==> config.mk <==
export PLATFORM = sky130hd
export DESIGN_NAME = line_clear_engine
export DESIGN_NICKNAME = d
export VERILOG_FILES = /design/src/rtl/polytris_pkg.sv /design/src/rtl/row_full_detect.sv /design/src/rtl/line_clear_engine.sv
export SDC_FILE = /design/constraint.sdc
export NUM_CORES = 1
export LEC_CHECK = 0
export CAP_MARGIN = 0
export CORE_ASPECT_RATIO = 1.4
export CORE_MARGIN = 2
export CORE_UTILIZATION = 44
export DETAILED_ROUTE_END_ITERATION = 10
export GPL_ROUTABILITY_DRIVEN = 0
export HOLD_SLACK_MARGIN = 0.03
export PLACE_DENSITY = 0.83
export REMOVE_ABC_BUFFERS = 1
export SETUP_SLACK_MARGIN = 0.3
export SYNTH_ARGS = -nofsm -noshare
export SYNTH_HDL_FRONTEND = slang
export SYNTH_SLANG_ARGS = --single-unit
==> constraint.sdc <==
create_clock -name CLK -period 2.7 [get_ports CLK]
set_input_delay 0.54 -clock CLK [delete_from_list [all_inputs] [get_ports CLK]]
set_output_delay 0.54 -clock CLK [all_outputs]
set_load 0.02 [all_outputs]
==> src/rtl/polytris_pkg.sv <==
// Shared board constants, types and cell helpers for the polytris board logic.
package polytris_pkg;

  localparam int unsigned ROWS   = 30;
  localparam int unsigned COLS   = 10;
  localparam int unsigned ROW_W  = 32;
  localparam int unsigned ADDR_W = 5;
  localparam int unsigned CNT_W  = 5;

  typedef logic [ROW_W-1:0] row_t;

  typedef enum logic [2:0] {
    IDLE,
    SCAN_RD,
    SCAN_CHK,
    SHIFT_RD,
    SHIFT_WR,
    TOP_CLR,
    FIN
  } lc_state_t;

  // A cell is occupied when either bit of its 2-bit code is set.
  function automatic logic cell_occupied(row_t r, int c);
    return |r[2*c +: 2];
  endfunction

endpackage

==> src/rtl/row_full_detect.sv <==
// Combinational full-row test; bits above the playfield columns are ignored.
module row_full_detect
  import polytris_pkg::*;
(
  input  row_t row,
  output logic full
);

  // AND together the occupancy of every playfield cell
  always_comb begin
    full = 1'b1;
    for (int c = 0; c < int'(COLS); c++) begin
      full = full & cell_occupied(row, c);
    end
  end

endmodule

==> src/rtl/line_clear_engine.sv <==
// Scans the board RAM bottom-up after a piece lock, removing full rows by
// shifting everything above down one row and blanking row 0.
module line_clear_engine
  import polytris_pkg::*;
(
  input  logic              CLK,
  input  logic              RESET_N,
  input  logic              START,
  output logic              BUSY,
  output logic              DONE,
  output logic [CNT_W-1:0]  LINES_CLEARED,
  output logic [ADDR_W-1:0] RAM_ROW_ADDR,
  output logic              RAM_RE,
  output logic              RAM_WE,
  output row_t              RAM_WDATA,
  input  row_t              RAM_RDATA
);

  lc_state_t         state_q, state_d;
  logic [ADDR_W-1:0] row_q, row_d;
  logic [ADDR_W-1:0] src_q, src_d;
  logic [CNT_W-1:0]  cnt_q, cnt_d;

  logic              busy_d, done_d, re_d, we_d;
  logic [ADDR_W-1:0] addr_d;
  logic [CNT_W-1:0]  lines_d;
  logic              row_full;

  row_full_detect u_full (
    .row  (RAM_RDATA),
    .full (row_full)
  );

  // Shift data is only valid in the write cycle itself (read latency of one),
  // so it is forwarded straight from the RAM; otherwise zero (top-row clear).
  assign RAM_WDATA = (state_q == SHIFT_WR) ? RAM_RDATA : '0;

  // Next-state, counters and next values of the registered outputs
  always_comb begin
    state_d = state_q;
    row_d   = row_q;
    src_d   = src_q;
    cnt_d   = cnt_q;
    busy_d  = 1'b0;
    done_d  = 1'b0;
    re_d    = 1'b0;
    we_d    = 1'b0;
    addr_d  = '0;
    lines_d = LINES_CLEARED;

    unique case (state_q)
      IDLE: begin
        if (START) begin
          row_d   = ADDR_W'(ROWS - 1);
          cnt_d   = '0;
          state_d = SCAN_RD;
        end
      end
      SCAN_RD: state_d = SCAN_CHK;
      SCAN_CHK: begin
        if (row_full) begin
          if (cnt_q != {CNT_W{1'b1}}) cnt_d = cnt_q + CNT_W'(1);
          if (row_q == '0) begin
            state_d = TOP_CLR;
          end else begin
            src_d   = row_q - ADDR_W'(1);
            state_d = SHIFT_RD;
          end
        end else if (row_q == '0) begin
          state_d = FIN;
        end else begin
          row_d   = row_q - ADDR_W'(1);
          state_d = SCAN_RD;
        end
      end
      SHIFT_RD: state_d = SHIFT_WR;
      SHIFT_WR: begin
        if (src_q == '0) begin
          state_d = TOP_CLR;
        end else begin
          src_d   = src_q - ADDR_W'(1);
          state_d = SHIFT_RD;
        end
      end
      TOP_CLR: state_d = SCAN_RD;
      FIN:     state_d = IDLE;
      default: state_d = IDLE;
    endcase

    busy_d = (state_d != IDLE);
    done_d = (state_d == FIN);
    re_d   = (state_d == SCAN_RD) || (state_d == SHIFT_RD);
    we_d   = (state_d == SHIFT_WR) || (state_d == TOP_CLR);
    unique case (state_d)
      SCAN_RD:  addr_d = row_d;
      SHIFT_RD: addr_d = src_d;
      SHIFT_WR: addr_d = src_d + ADDR_W'(1);
      default:  addr_d = '0;
    endcase
    if (state_d == FIN) lines_d = cnt_d;
  end

  // State, counters and registered outputs
  always_ff @(posedge CLK) begin
    if (!RESET_N) begin
      state_q       <= IDLE;
      row_q         <= '0;
      src_q         <= '0;
      cnt_q         <= '0;
      BUSY          <= 1'b0;
      DONE          <= 1'b0;
      LINES_CLEARED <= '0;
      RAM_RE        <= 1'b0;
      RAM_WE        <= 1'b0;
      RAM_ROW_ADDR  <= '0;
    end else begin
      state_q       <= state_d;
      row_q         <= row_d;
      src_q         <= src_d;
      cnt_q         <= cnt_d;
      BUSY          <= busy_d;
      DONE          <= done_d;
      LINES_CLEARED <= lines_d;
      RAM_RE        <= re_d;
      RAM_WE        <= we_d;
      RAM_ROW_ADDR  <= addr_d;
    end
  end

endmodule

==> summary.md, run 1 <==
### Logic synthesis
• **number of flip-flops and latches in the synthesized netlist** 32
• **share of async-settable or async-resettable flops after synthesis** 0%
• **top cells by area, synth** sky130_fd_sc_hd__dfxtp_1 (30%), sky130_fd_sc_hd__and2_1 (12%), sky130_fd_sc_hd__a21oi_1 (4.0%)
• **top cell type's share of synthesized area** 30.0%
• **Yosys top cell by area** sky130_fd_sc_hd__dfxtp_1
• **sequential element share of the synthesized area** 30.0%
• **gate count after technology mapping** 271
• **most common flop cell mapped by yosys** sky130_fd_sc_hd__dfxtp_1
• **combined area of all synthesized cells** 2140 sq um
• **synthesis warning total** 0
• **post-synth cell types** 56
• **number of enable flip-flop cells after synthesis** 0
• **Synth Area per Inst** 7.89 sq um

### Routing
• **mean routed wirelength per cell** 19.5 um
• **number of vias after detailed routing** 2744
• **first-pass detailed-route iteration total** 7
• **number of nets with antenna violations after routing** 0
• **average vias per placed instance** 5.99
• **total routed wirelength** 8.95 mm
• **remaining routing DRC violations** 0
• **number of DRC markers after the initial detailed-route iteration** 154

### Placement
• **half-perimeter wire length of the detailed placement result** 5.60 mm
• **number of port buffers** 80
• **Placed Instances** 432

### STA
• **setup skew after layout** 0.00987 ns
• **final count of pins violating max slew** 0
• **Max transition margin** 65.6%
• **Period Utilization, post-route** 94.2%
• **Min Clock Period, post-route** 2.54 ns
• **slew at the pin closest to its max-slew limit** 0.512 ns
• **RSZ-0062 raised after global routing** true
• **max frequency** 393 MHz
• **Setup Viol. Count Final** 0
• **Final Hold Fails** 0

### Finish
• **number of diodes added for antenna fixing** 0
• **fill count** 320
• **nets** 432
• **share of final-layout standard cells stronger than drive strength 1** 28.4%
• **utilization after layout** 77.2%
• **Finished Layout Cells** 458
• **Synth-to-Final Area Change** 72.2%

### Die
• **total die area** 5440 sq um
• **vertical die dimension** 86.5 um
• **Rows** 30
• **I/O pin count** 81
• **floorplan die width** 62.9 um
• **Starting Density** 44.8%
• **Core Box Area** 4770 sq um

### Clock tree
• **maximum number of buffers from clock root to sink** 2
• **Clk Latency, worst-skew pair** 0.29 ns
• **number of buffers added by the clock tree synthesis step** 5
• **clock tree sinks** 32
• **root buffer cell** sky130_fd_sc_hd__clkbuf_8
• **# H-tree levels** 2
• **TritonCTS clock tree** done
• **clock transition at the registers of the reported paths** 0.07 ns

### Worst setup path
• **Data required, critical path** 2.92 ns
• **Critical Path Sink Type** flop
• **crit path max fanout** 7
• **Worst Setup SP** src_q[0]
• **crit path launch type** flop
• **reg-to-reg critical path startpoint** src_q[0]
• **start-to-end type of the worst setup path** flop to flop
• **worst path arrival time** 2.76 ns

### Pwr
• **Peak supply drop** 0.390 mV
• **cell leakage power** 1.63 nW
• **power density over the cells** 479 nW/um^2

### Run
• **count of maximum capacitance violations** 0

### Global routing
• **sum of overflow across all layers after global routing** 0
• **pin count of the biggest net entering global routing** 37
• **number of antenna violations at the first check in global routing** 0
• **first-pass GRT wire length** 12.3 mm
• **total global routing track utilization** 28.8%
• **number of global-route vias before repair** 2559

### Worst hold path
• **hold path start** LINES_CLEARED[4]
• **type of the tightest min-delay check** flop to flop

### Outcome
• **result of the run** complete, no violations

==> state kept, by name, indices dropped and copies added (netlist names) <==
name and count:
src_q 5, RAM_RE 1, BUSY 1, DONE 1
row_q 5, LINES_CLEARED 5, RAM_WE 1, RAM_ROW_ADDR 5
state_q 3, cnt_q 5
==> through the flow <==
step | cell area (sq um) | setup TNS [ns] | hold slack, ns | total power [W] | setup WS (ns)
after floorplan | 2050 | -0.0254 | 0.468 | 0.000853 | -0.0254
after global placement | 3200 | -0.309 | 0.468 | 0.00111 | -0.128
after detailed placement | 3200 | -0.699 | 0.470 | 0.00112 | -0.241
after CTS | 3470 | 0 | 0.485 | 0.00166 | 0.245
after global routing | 3680 | 0 | 0.538 | 0.00181 | 0.121
final | 3680 | 0 | 0.484 | 0.00176 | 0.158
==> cells in the mapped netlist (2+ instances only) <==
cell,count
sky130_fd_sc_hd__a211oi_1,2
sky130_fd_sc_hd__a21oi_1,17
sky130_fd_sc_hd__a311oi_1,3
sky130_fd_sc_hd__a31oi_1,7
sky130_fd_sc_hd__and2_1,41
sky130_fd_sc_hd__buf_2,2
sky130_fd_sc_hd__buf_6,2
sky130_fd_sc_hd__clkbuf_1,9
sky130_fd_sc_hd__dfxtp_1,32
sky130_fd_sc_hd__ha_1,4
sky130_fd_sc_hd__inv_1,12
sky130_fd_sc_hd__mux2i_1,6
sky130_fd_sc_hd__nand2_1,22
sky130_fd_sc_hd__nand3_1,8
sky130_fd_sc_hd__nand4_1,3
sky130_fd_sc_hd__nor2_1,20
sky130_fd_sc_hd__nor2b_1,7
sky130_fd_sc_hd__nor3_1,9
sky130_fd_sc_hd__nor3b_2,3
sky130_fd_sc_hd__o21ai_0,12
sky130_fd_sc_hd__o22a_1,2
sky130_fd_sc_hd__o22ai_1,7
sky130_fd_sc_hd__or2_2,2
sky130_fd_sc_hd__or3_1,2
sky130_fd_sc_hd__or3b_1,2
sky130_fd_sc_hd__or4b_1,2
sky130_fd_sc_hd__xor2_1,4
==> placed cells by master, fill, tap and decap left out, types with 2 or more instances in the layout <==
master / netlist / final
sky130_fd_sc_hd__dfxtp_4: 0 / 2
sky130_fd_sc_hd__nor3_2: 0 / 2
sky130_fd_sc_hd__buf_4: 1 / 46
sky130_fd_sc_hd__o22ai_2: 0 / 6
sky130_fd_sc_hd__nor2b_1: 7 / 7
sky130_fd_sc_hd__dfxtp_1: 32 / 29
sky130_fd_sc_hd__inv_2: 0 / 4
sky130_fd_sc_hd__nor3_1: 9 / 7
sky130_fd_sc_hd__ha_4: 0 / 3
sky130_fd_sc_hd__o21ai_0: 12 / 11
sky130_fd_sc_hd__inv_1: 12 / 8
sky130_fd_sc_hd__nand2_1: 22 / 18
sky130_fd_sc_hd__a311oi_2: 0 / 2
sky130_fd_sc_hd__buf_6: 2 / 4
sky130_fd_sc_hd__nor3b_2: 3 / 2
sky130_fd_sc_hd__mux2i_1: 6 / 6
sky130_fd_sc_hd__clkdlybuf4s50_1: 0 / 28
sky130_fd_sc_hd__nand2_2: 0 / 4
sky130_fd_sc_hd__or4b_4: 0 / 2
sky130_fd_sc_hd__nand4_1: 3 / 3
sky130_fd_sc_hd__nor2_1: 20 / 19
sky130_fd_sc_hd__nand3_1: 8 / 8
sky130_fd_sc_hd__o22a_1: 2 / 2
sky130_fd_sc_hd__and2_1: 41 / 41
sky130_fd_sc_hd__a21oi_1: 17 / 14
sky130_fd_sc_hd__a31oi_1: 7 / 4
sky130_fd_sc_hd__clkbuf_8: 0 / 7
sky130_fd_sc_hd__a21oi_2: 0 / 2
sky130_fd_sc_hd__a31oi_4: 0 / 2
sky130_fd_sc_hd__xor2_1: 4 / 4
sky130_fd_sc_hd__dlygate4sd2_1: 0 / 50
sky130_fd_sc_hd__a211oi_1: 2 / 2
sky130_fd_sc_hd__dlymetal6s2s_1: 0 / 2
==> final timing paths <==
| path | to | slack, ns | depth (start not counted) |
|---|---|---|---|
| min reg2reg | LINES_CLEARED[4] | 0.48 | 2 |
| min | LINES_CLEARED[4] | 0.48 | 2 |
| max | RAM_ROW_ADDR[2] | 0.16 | 10 |
| max reg2reg | RAM_ROW_ADDR[2] | 0.16 | 10 |
==> metal layers <==
metal	vias to the layer above	part of all wire, %	track usage (%)
li1	1209	-	-
met1	1270	36	28.1
met2	206	48	53.0
met3	59	8.9	5.84
met4	0	6.9	21.6
met5	-	0	0
==> cell families after synthesis <==
group           count (synthesis)  synth area share, %
buf+inv                        28                 5.97
flops                          32                 30.0
simple gates                  128                 34.8
mux                             6                 2.81
xor+xnor                        5                 2.05
compound gates                 68                 22.1
fa+ha+maj                       4                 2.34
==> cell type report <==
class                   count  area [sq um]  area share (%)
repair buffers            131          1150            31.3
flip-flops and latches     32           649            17.6
inverters                  12          45.0            1.22
multi-input cells         211          1630            44.2
well taps                  64          80.1            2.18
clock buffers               7          96.3            2.62
clock inverters             1          30.0           0.816
==> report_power, final <==
part	switching, W	internal (W)	leakage (nW)	total [W]
Clock	0.000183	0.000326	0.0645	0.000509
Combinational	0.000389	0.000315	1.30	0.000705
Sequential	0.0000383	0.000511	0.262	0.000549
==> timing repair <==
| action | 4_1_cts | 5_1_grt |
|---|---|---|
| setup buffers | 8 | 10 |
| endpoints found under the setup margin | 40 | 8 |
| gates cloned | 0 | 0 |
| endpoints found under the hold margin | 0 | 0 |
| pin swaps | 17 | 18 |
| resized for setup | 81 | 30 |
| hold buffers | 0 | 0 |
==> worst max-delay path, cell delays in order, from the launching register on <==
cell	delay, ns
sky130_fd_sc_hd__dfxtp_4	0.36
sky130_fd_sc_hd__inv_2	0.07
sky130_fd_sc_hd__ha_4	0.14
sky130_fd_sc_hd__or4b_4	0.47
sky130_fd_sc_hd__buf_6	0.16
sky130_fd_sc_hd__a32o_1	0.29
sky130_fd_sc_hd__nand2_1	0.16
sky130_fd_sc_hd__o311a_1	0.34
sky130_fd_sc_hd__xnor2_2	0.16
sky130_fd_sc_hd__nand2_1	0.11
sky130_fd_sc_hd__a31oi_1	0.19
(Power assumes the default switching activity.)
==> inputs of run 2 (changes only) <==
--- a/config.mk
+++ b/config.mk
@@ -12,7 +12,7 @@
 export DETAILED_ROUTE_END_ITERATION = 10
 export GPL_ROUTABILITY_DRIVEN = 0
 export HOLD_SLACK_MARGIN = 0.03
-export PLACE_DENSITY = 0.83
+export PLACE_DENSITY = 0.9
 export REMOVE_ABC_BUFFERS = 1
 export SETUP_SLACK_MARGIN = 0.3
 export SYNTH_ARGS = -nofsm -noshare
==> summary.md, run 2 (same netlist as run 1, synthesis figures left out) <==
### Outcome
• **result of the run** complete, no violations

### Placement
• **half-perimeter wire length of the detailed placement result** 5.30 mm
• **standard cell area after detailed placement** 3170 sq um
• **number of port buffers** 80
• **Post-Place Setup Slack** -0.220 ns

### STA
• **setup skew after layout** 0.0104 ns
• **RSZ-0062 raised after global routing** true
• **max frequency** 408 MHz
• **worst hold slack across all endpoints** 0.498 ns
• **Final Hold Fails** 0
• **slew at the pin closest to its max-slew limit** 0.623 ns
• **Max transition margin** 58.1%
• **Sum Neg Setup Slack** 0 ns
• **final count of pins violating max slew** 0
• **Min Clock Period, post-route** 2.45 ns
• **setup slack after layout** 0.250 ns
• **Period Utilization, post-route** 90.7%
• **Setup Viol. Count Final** 0

### Die
• **I/O pin count** 81
• **floorplan die width** 62.9 um
• **Starting Density** 44.8%
• **Core Box Area** 4770 sq um
• **vertical die dimension** 86.5 um
• **total die area** 5440 sq um
• **Rows** 30

### Pwr
• **Final Power** 0.00175 W
• **Peak supply drop** 0.412 mV
• **cell leakage power** 1.66 nW
• **power density over the cells** 476 nW/um^2

### Finish
• **Synth-to-Final Area Change** 71.6%
• **number of diodes added for antenna fixing** 0
• **most frequent cells in the layout** sky130_fd_sc_hd__clkdlybuf4s50_1 (52), sky130_fd_sc_hd__and2_1 (41), sky130_fd_sc_hd__buf_4 (40), sky130_fd_sc_hd__dfxtp_1 (29)
• **share of final-layout standard cells stronger than drive strength 1** 26.4%
• **nets** 425
• **most frequent standard cell in the layout excluding fill and tap cells** sky130_fd_sc_hd__clkdlybuf4s50_1
• **post-route cell area** 3670 sq um

### Global routing
• **sum of overflow across all layers after global routing** 0
• **total global routing track utilization** 27.8%
• **first-pass GRT wire length** 12.0 mm
• **number of antenna violations at the first check in global routing** 0
• **pin count of the biggest net entering global routing** 33
• **number of global-route vias before repair** 2589

### Clock tree
• **# H-tree levels** 2
• **Clk Latency, worst-skew pair** 0.30 ns
• **Hold-fix buffers, CTS** 0
• **clock tree sinks** 32
• **number of buffers added by the clock tree synthesis step** 5
• **clock transition at the registers of the reported paths** 0.07 ns
• **maximum number of buffers from clock root to sink** 2
• **TritonCTS clock tree** done
• **root buffer cell** sky130_fd_sc_hd__clkbuf_8

### Worst setup path
• **start-to-end type of the worst setup path** flop to output pin
• **Data required, critical path** 2.16 ns
• **worst path arrival time** 1.91 ns
• **biggest cell delay along the critical path** 0.61 ns
• **crit path launch type** flop
• **crit path max fanout** 32
• **ordered list of cells on the worst path** nor3b_2, buf_6, and2_1, clkdlybuf4s50_1
• **Crit path buffers/inverters** 2
• **Critical Path Sink Type** output pin
• **Top delay family on crit path** buffers and inverters
• **Slowest cell on crit path** sky130_fd_sc_hd__clkdlybuf4s50_1

### Routing
• **number of vias after detailed routing** 2797
• **remaining routing DRC violations** 0
• **first-pass detailed-route iteration total** 8
• **total routed wirelength** 9.27 mm
• **average vias per placed instance** 6.20
• **mean routed wirelength per cell** 20.6 um
• **number of nets with antenna violations after routing** 0
• **number of DRC markers after the initial detailed-route iteration** 352

### Run
• **count of maximum capacitance violations** 0

### Worst hold path
• **type of the tightest min-delay check** flop to flop

-- run 2: changes by cell type in the layout (fill, tap and decap cells not counted), sizes merged --
cell,change
dlygate4sd2,-40
dlymetal6s2s,+16
buf,-7
clkdlybuf4s50,+24
-- run 2: tightest hold or removal path: stages, from the launching register on --
cell	delay (ns)
sky130_fd_sc_hd__dfxtp_1	0.33
sky130_fd_sc_hd__a21oi_1	0.06
sky130_fd_sc_hd__nor2_1	0.07
-- run 2: metrics by stage --
stage,std cells,utilization (%)
after floorplan,255,-
after global placement,430,66.5
after detailed placement,430,66.5
after CTS,442,72.2
after global routing,451,76.9
final,451,76.9
-- run 2: repair_timing --
action                     CTS  global route
hold endpoints to repair     0             0
pin swaps                   17            24
setup endpoints to repair   40            41
gates resized for setup     36            44
buffers inserted             4             9
-- run 2: final timing paths --
check	start	endpoint	slack, ns	cells past startpoint
min	LINES_CLEARED[4]	LINES_CLEARED[4]	0.50	2
max	state_q[2]	RAM_WDATA[20]	0.25	4
max reg2reg	src_q[0]	RAM_ROW_ADDR[3]	0.27	10
min reg2reg	LINES_CLEARED[4]	LINES_CLEARED[4]	0.50	2
-- run 2: routing by layer --
| metal | vias up | global-route usage [%] | wire [um] |
|---|---|---|---|
| met3 | 63 | 6.88 | 954 |
| met2 | 254 | 50.3 | 4640 |
| met5 | - | 0 | 0 |
| met4 | 0 | 22.6 | 552 |
| met1 | 1288 | 26.3 | 3120 |
| li1 | 1192 | - | - |
-- run 2: power breakdown --
group | switching, W | leakage [nW] | internal [W]
clock | 0.000190 | 0.0645 | 0.000326
combinational | 0.000380 | 1.33 | 0.000298
sequential | 0.0000412 | 0.262 | 0.000510
-- run 2: area by class of cell --
type | count | area, sq um
multi-input combinational | 211 | 1590
timing repair buffer | 124 | 1180
fill | 250 | 1100
sequential | 32 | 647
clock buffer | 7 | 96.3
tap | 64 | 80.1
inverter | 12 | 45.0
clock inverter | 1 | 30.0
==> RTL change 1: new RTL, settings of run 2 <==
Remove the register `RAM_WE`: a continuous assignment takes its place, so the output `RAM_WE` follows one clock earlier.
--- a/src/rtl/line_clear_engine.sv
+++ b/src/rtl/line_clear_engine.sv
@@ -113,3 +113,2 @@
       RAM_RE        <= 1'b0;
-      RAM_WE        <= 1'b0;
       RAM_ROW_ADDR  <= '0;
@@ -124,3 +123,2 @@
       RAM_RE        <= re_d;
-      RAM_WE        <= we_d;
       RAM_ROW_ADDR  <= addr_d;
@@ -129,2 +127,4 @@
 
+  assign RAM_WE = we_d;
+
 endmodule
Check against the original RTL: not equivalent (Yosys sat finds a counterexample within 4 cycles, from zero or initial values and one cycle with RESET_N low).
==> RTL change 1 against run 2 <==
Die area fell by 2.2%. Wire length fell by 6.0%. Synthesized cell count fell by 5.2%. Power fell by 13%. Setup slack got worse by 0.11 ns. Sequential power fell by 6.9%. Largest cell class unchanged. Synthesized area fell by 2.3%. Design area fell by 3.3%. Sequential cell count fell by 1. Clock skew rose by 0.0087 ns. Register-to-register slack got worse by 0.11 ns. Cell count fell by 1.1%. First-iteration DRC count fell by 55%. Global-route usage rose by 1.2 points.
==> RTL change 1: results (changes against run 2) <==
- CP Data Arrival Time: 2.02 ns (+0.11 ns)
- Fin. Hold Viols: 0 (unchanged)
- Main area contributors after synthesis: dfxtp_1 (30%), and2_1 (14%), nor2_1 (4.3%)
- Pre-antenna DRT Iters: 5 (-3)
- Largest delay share family, worst path: simple AND/OR/NAND/NOR gates
- Synth top cells by count: and2_1 (46), dfxtp_1 (31), nor2_1 (24), nand2_1 (16), a21oi_1 (13)
- Core box area: 4540 µm² (-4.9%)
- Leakage: 1.52 nW (-8.3%)
- Clock Skew: 0.0191 ns (+0.00869 ns)
- Placement Setup Slack: -0.407 ns (-0.187 ns)
- Initial detailed-routing violation count: 157 (-55%)
- Detailed Place HPWL: 5.12 mm (-3.4%)
- Port bufs: 80 (unchanged)
- Outcome: completed
- Largest net degree at the start of global routing: 24 (-27%)
- Sequential fraction of the synthesis area: 29.7% (-0.24 points)
- Net Switching: 0.531 mW (-13%)
- TritonCTS Buffers: 5 (unchanged)
- Least-Margin Pin Slew: 0.588 ns (-0.0357 ns)
- Vias: 2678 (-4.3%)
- Total GRT Usage: 28.9% (+1.2 points)
- Maximum VDD drop: 0.421 mV (+2.3%)
- WL per Instance: 19.5 µm (-4.9%)
- Ant diodes: 0 (unchanged)
- Clk buf depth: 2 (unchanged)
- CP max FO: 2 (-94%)
- Number of global-route vias before repair: 2603 (+0.54%)
- Async S/R FF share, synth: 0% (unchanged)
- Yosys cell types: 56 (unchanged)
- Global-route wire length before repair: 12.1 mm (+1.3%)
- Worst min-delay path class: register to register
- Worst path slowest cell: or4b_4
- H-Tree Depth: 2 (unchanged)
- Final-stage net count: 422 (-0.71%)
- Clk root buf: clkbuf_8
- Clk Latency, worst-skew pair: between 0.3 and 0.4 ns
- # hold bufs at CTS: 0 (unchanged)
- Ys Warns: 0 (unchanged)
- CP max stage delay: 0.48 ns (-0.13 ns)
- Initial antenna violation count: 0 (unchanged)
- Layout cells sized above 1: 31.0% (+4.6 points)
- Worst-path clk slew: 0.08 ns
-- RTL change 1: cell count changes in the layout (fill, tap and decap cells not counted), sizes merged, moves of 6 or more --
cell and change:
clkdlybuf4s15 +15, buf +10, dlygate4sd2 +21, clkdlybuf4s50 -25
clkbuf +7, dlymetal6s2s -18, nor2b -6
-- RTL change 1: worst paths after layout --
| path | start | to | slack (ns) | depth (start not counted) |
|---|---|---|---|---|
| setup reg to reg | src_q[1]$_SDFF_PN0_ | RAM_ROW_ADDR[3]$_SDFF_PN0_ | 0.16 | 12 |
| setup / recovery | src_q[1]$_SDFF_PN0_ | RAM_WE | 0.14 | 8 |
| hold reg to reg | LINES_CLEARED[4]$_SDFFE_PN0P_ | LINES_CLEARED[4]$_SDFFE_PN0P_ | 0.50 | 2 |
| hold / removal | LINES_CLEARED[4]$_SDFFE_PN0P_ | LINES_CLEARED[4]$_SDFFE_PN0P_ | 0.50 | 2 |
-- RTL change 1: layer usage --
layer	vias to the layer above	wire, µm	share of wire [%]	GRT usage (%)
met4	0	570	6.5	18.6
met3	58	947	11	8.53
li1	1175	-	-	-
met2	218	4180	48	52.7
met5	-	0	0	0
met1	1227	3020	35	28.7
-- RTL change 1: cell type report --
| type | count | area (µm²) |
|---|---|---|
| Tap cell | 62 | 77.6 |
| Clock buffer | 8 | 100 |
| Sequential cell | 31 | 626 |
| Fill cell | 275 | 988 |
| Inverter | 9 | 33.8 |
| Timing Repair Buffer | 133 | 1150 |
| Multi-Input combinational cell | 203 | 1560 |
-- RTL change 1: logic make-up after synthesis --
kind of cell	Yosys count	synth area share, %
AOI/OAI and AO/OA	64	23.7
xor gates and xnor gates	4	1.68
adders and majority gates	4	2.40
buffers and inverters	23	4.98
DFF	31	29.7
muxes	5	2.40
and+or+nand+nor	126	35.1
-- RTL change 1: tightest hold or removal path: stages (launching register included) --
cell and delay [ns]:
dfxtp_1 0.31, nor2_1 0.10, a211oi_1 0.05
-- RTL change 1: power groups by stage --
stage | registers (mW) | logic (mW) | clock network [mW]
2_1_floorplan | 0.538 | 0.232 | 0
3_3_place_gp | 0.516 | 0.482 | 0
3_5_place_dp | 0.517 | 0.492 | 0
4_1_cts | 0.509 | 0.519 | 0.409
5_1_grt | 0.514 | 0.610 | 0.439
6_report | 0.513 | 0.584 | 0.420
-- RTL change 1: stage by stage --
step	instance area, µm²	util (%)	power [mW]	cells
final	3550	78.2	1.52	446
after global routing	3550	78.2	1.56	446
after CTS	3430	75.5	1.44	439
after detailed placement	3200	70.6	1.01	426
after global placement	3200	70.6	0.998	426
after floorplan	2020	-	0.770	243
-- RTL change 1: repair_timing --
item                       in CTS  in global routing
pin swaps                      18                 13
setup endpoints to repair      38                 29
buffers inserted                5                  7
resized for setup              85                 47
==> RTL change 2: new RTL, config.mk and constraints of run 2 <==
Without the edit above. Change the package constant `CNT_W` from 5 to 10.
--- a/src/rtl/polytris_pkg.sv
+++ b/src/rtl/polytris_pkg.sv
@@ -7,3 +7,3 @@
   localparam int unsigned ADDR_W = 5;
-  localparam int unsigned CNT_W  = 5;
+  localparam int unsigned CNT_W  = 10;
 
Ports: changed (resized LINES_CLEARED); port bits go from 81 to 86. The function was not compared with the original's and may differ.
==> RTL change 2 against run 2 <==
Synthesized area is 17% higher. Power down 0.15%. Via count increased by 6.3%. Largest power group is now sequential cells. Global-route usage is 2.0 points lower. Synthesized cell count increased by 16%. Wire length rose by 3.1%. Sequential cell count grew 10. Non-clock buffer count is 15 higher. Largest cell class unchanged. Critical endpoint is now RAM_ROW_ADDR[2]$_SDFF_PN0_. Register-to-register slack lost 0.11 ns. Design area grew 14%. Setup slack got worse by 0.12 ns.
==> RTL change 2: results (changes against run 2) <==
- Outcome: completed
- CP max FO: 5 (-84%)
- Total setup buffers inserted after CTS: 7 (+3)
- Final std cells w/o fill: 514 (+14%)
- Number of global-route vias before repair: 2764 (+6.8%)
- Placed insts: 480 (+12%)
- Pwr Density: 417 nW/µm² (-12%)
- Maximum VDD drop: 0.397 mV (-3.7%)
- Met2 Track Usage GR: 46.3% (-4.0 points)
- Sw frac: 34.7% (-0.32 points)
- Worst rel slew slack: 62.6% (+4.5 points)
- Yosys cell types: 59 (+5.4%)
- Sequential fraction of the synthesis area: 33.7% (+3.8 points)
- Leakage: 2.17 nW (+31%)
- Layout area overhead: 67.8%
- WL met3: 1.00 mm (+5.0%)
- CP max stage delay: 0.50 ns (-0.11 ns)
- Worst reg2reg startpoint: row_q[0]$_SDFF_PN0_
- M1 GR Usage: 23.0% (-3.3 points)
- Worst Hold Launch: LINES_CLEARED[8]$_SDFFE_PN0P_
- Worst-path clk slew: 0.09 ns (+0.02 ns)
- CTS-repair resized insts: 46 (+28%)
- Initial detailed-routing violation count: 200 (-43%)
- Via/cell ratio: 5.79 (-6.7%)
- CP Data Arrival Time: 2.75 ns (+0.84 ns)
- Combinational Power Share: 36.3% (-2.6 points)
- RR Endpoint: RAM_ROW_ADDR[2]$_SDFF_PN0_
- WL met2: 4.84 mm (+4.3%)
==> RTL change 2: cell count changes after synthesis, sizes merged, moves of 5 or more <==
cell   before  now
and2       41   50
nor2       20   34
nor3       10   17
o21ai      13    5
a31oi       7    2
nand2      22   30
dfxtp      32   42
nor2b       7    2
==> RTL change 2: cell families after synthesis <==
family / Yosys count / share of synthesized area, %
muxes: 11 / 4.52
DFF: 42 / 33.7
AOI/OAI and AO/OA: 56 / 16.1
adders and majority gates: 4 / 2.01
buffers and inverters: 26 / 4.12
and+or+nand+nor: 170 / 37.8
xor gates and xnor gates: 5 / 1.76
==> RTL change 2: final cells by class <==
class                           count  area share (%)
Inverter                           11            1.11
Clock inverter                      2           0.329
Clock buffer                        6            1.73
Multi-Input combinational cell    246            42.1
Sequential cell                    42            20.4
Timing Repair Buffer              139            32.3
Tap cell                           68            2.03
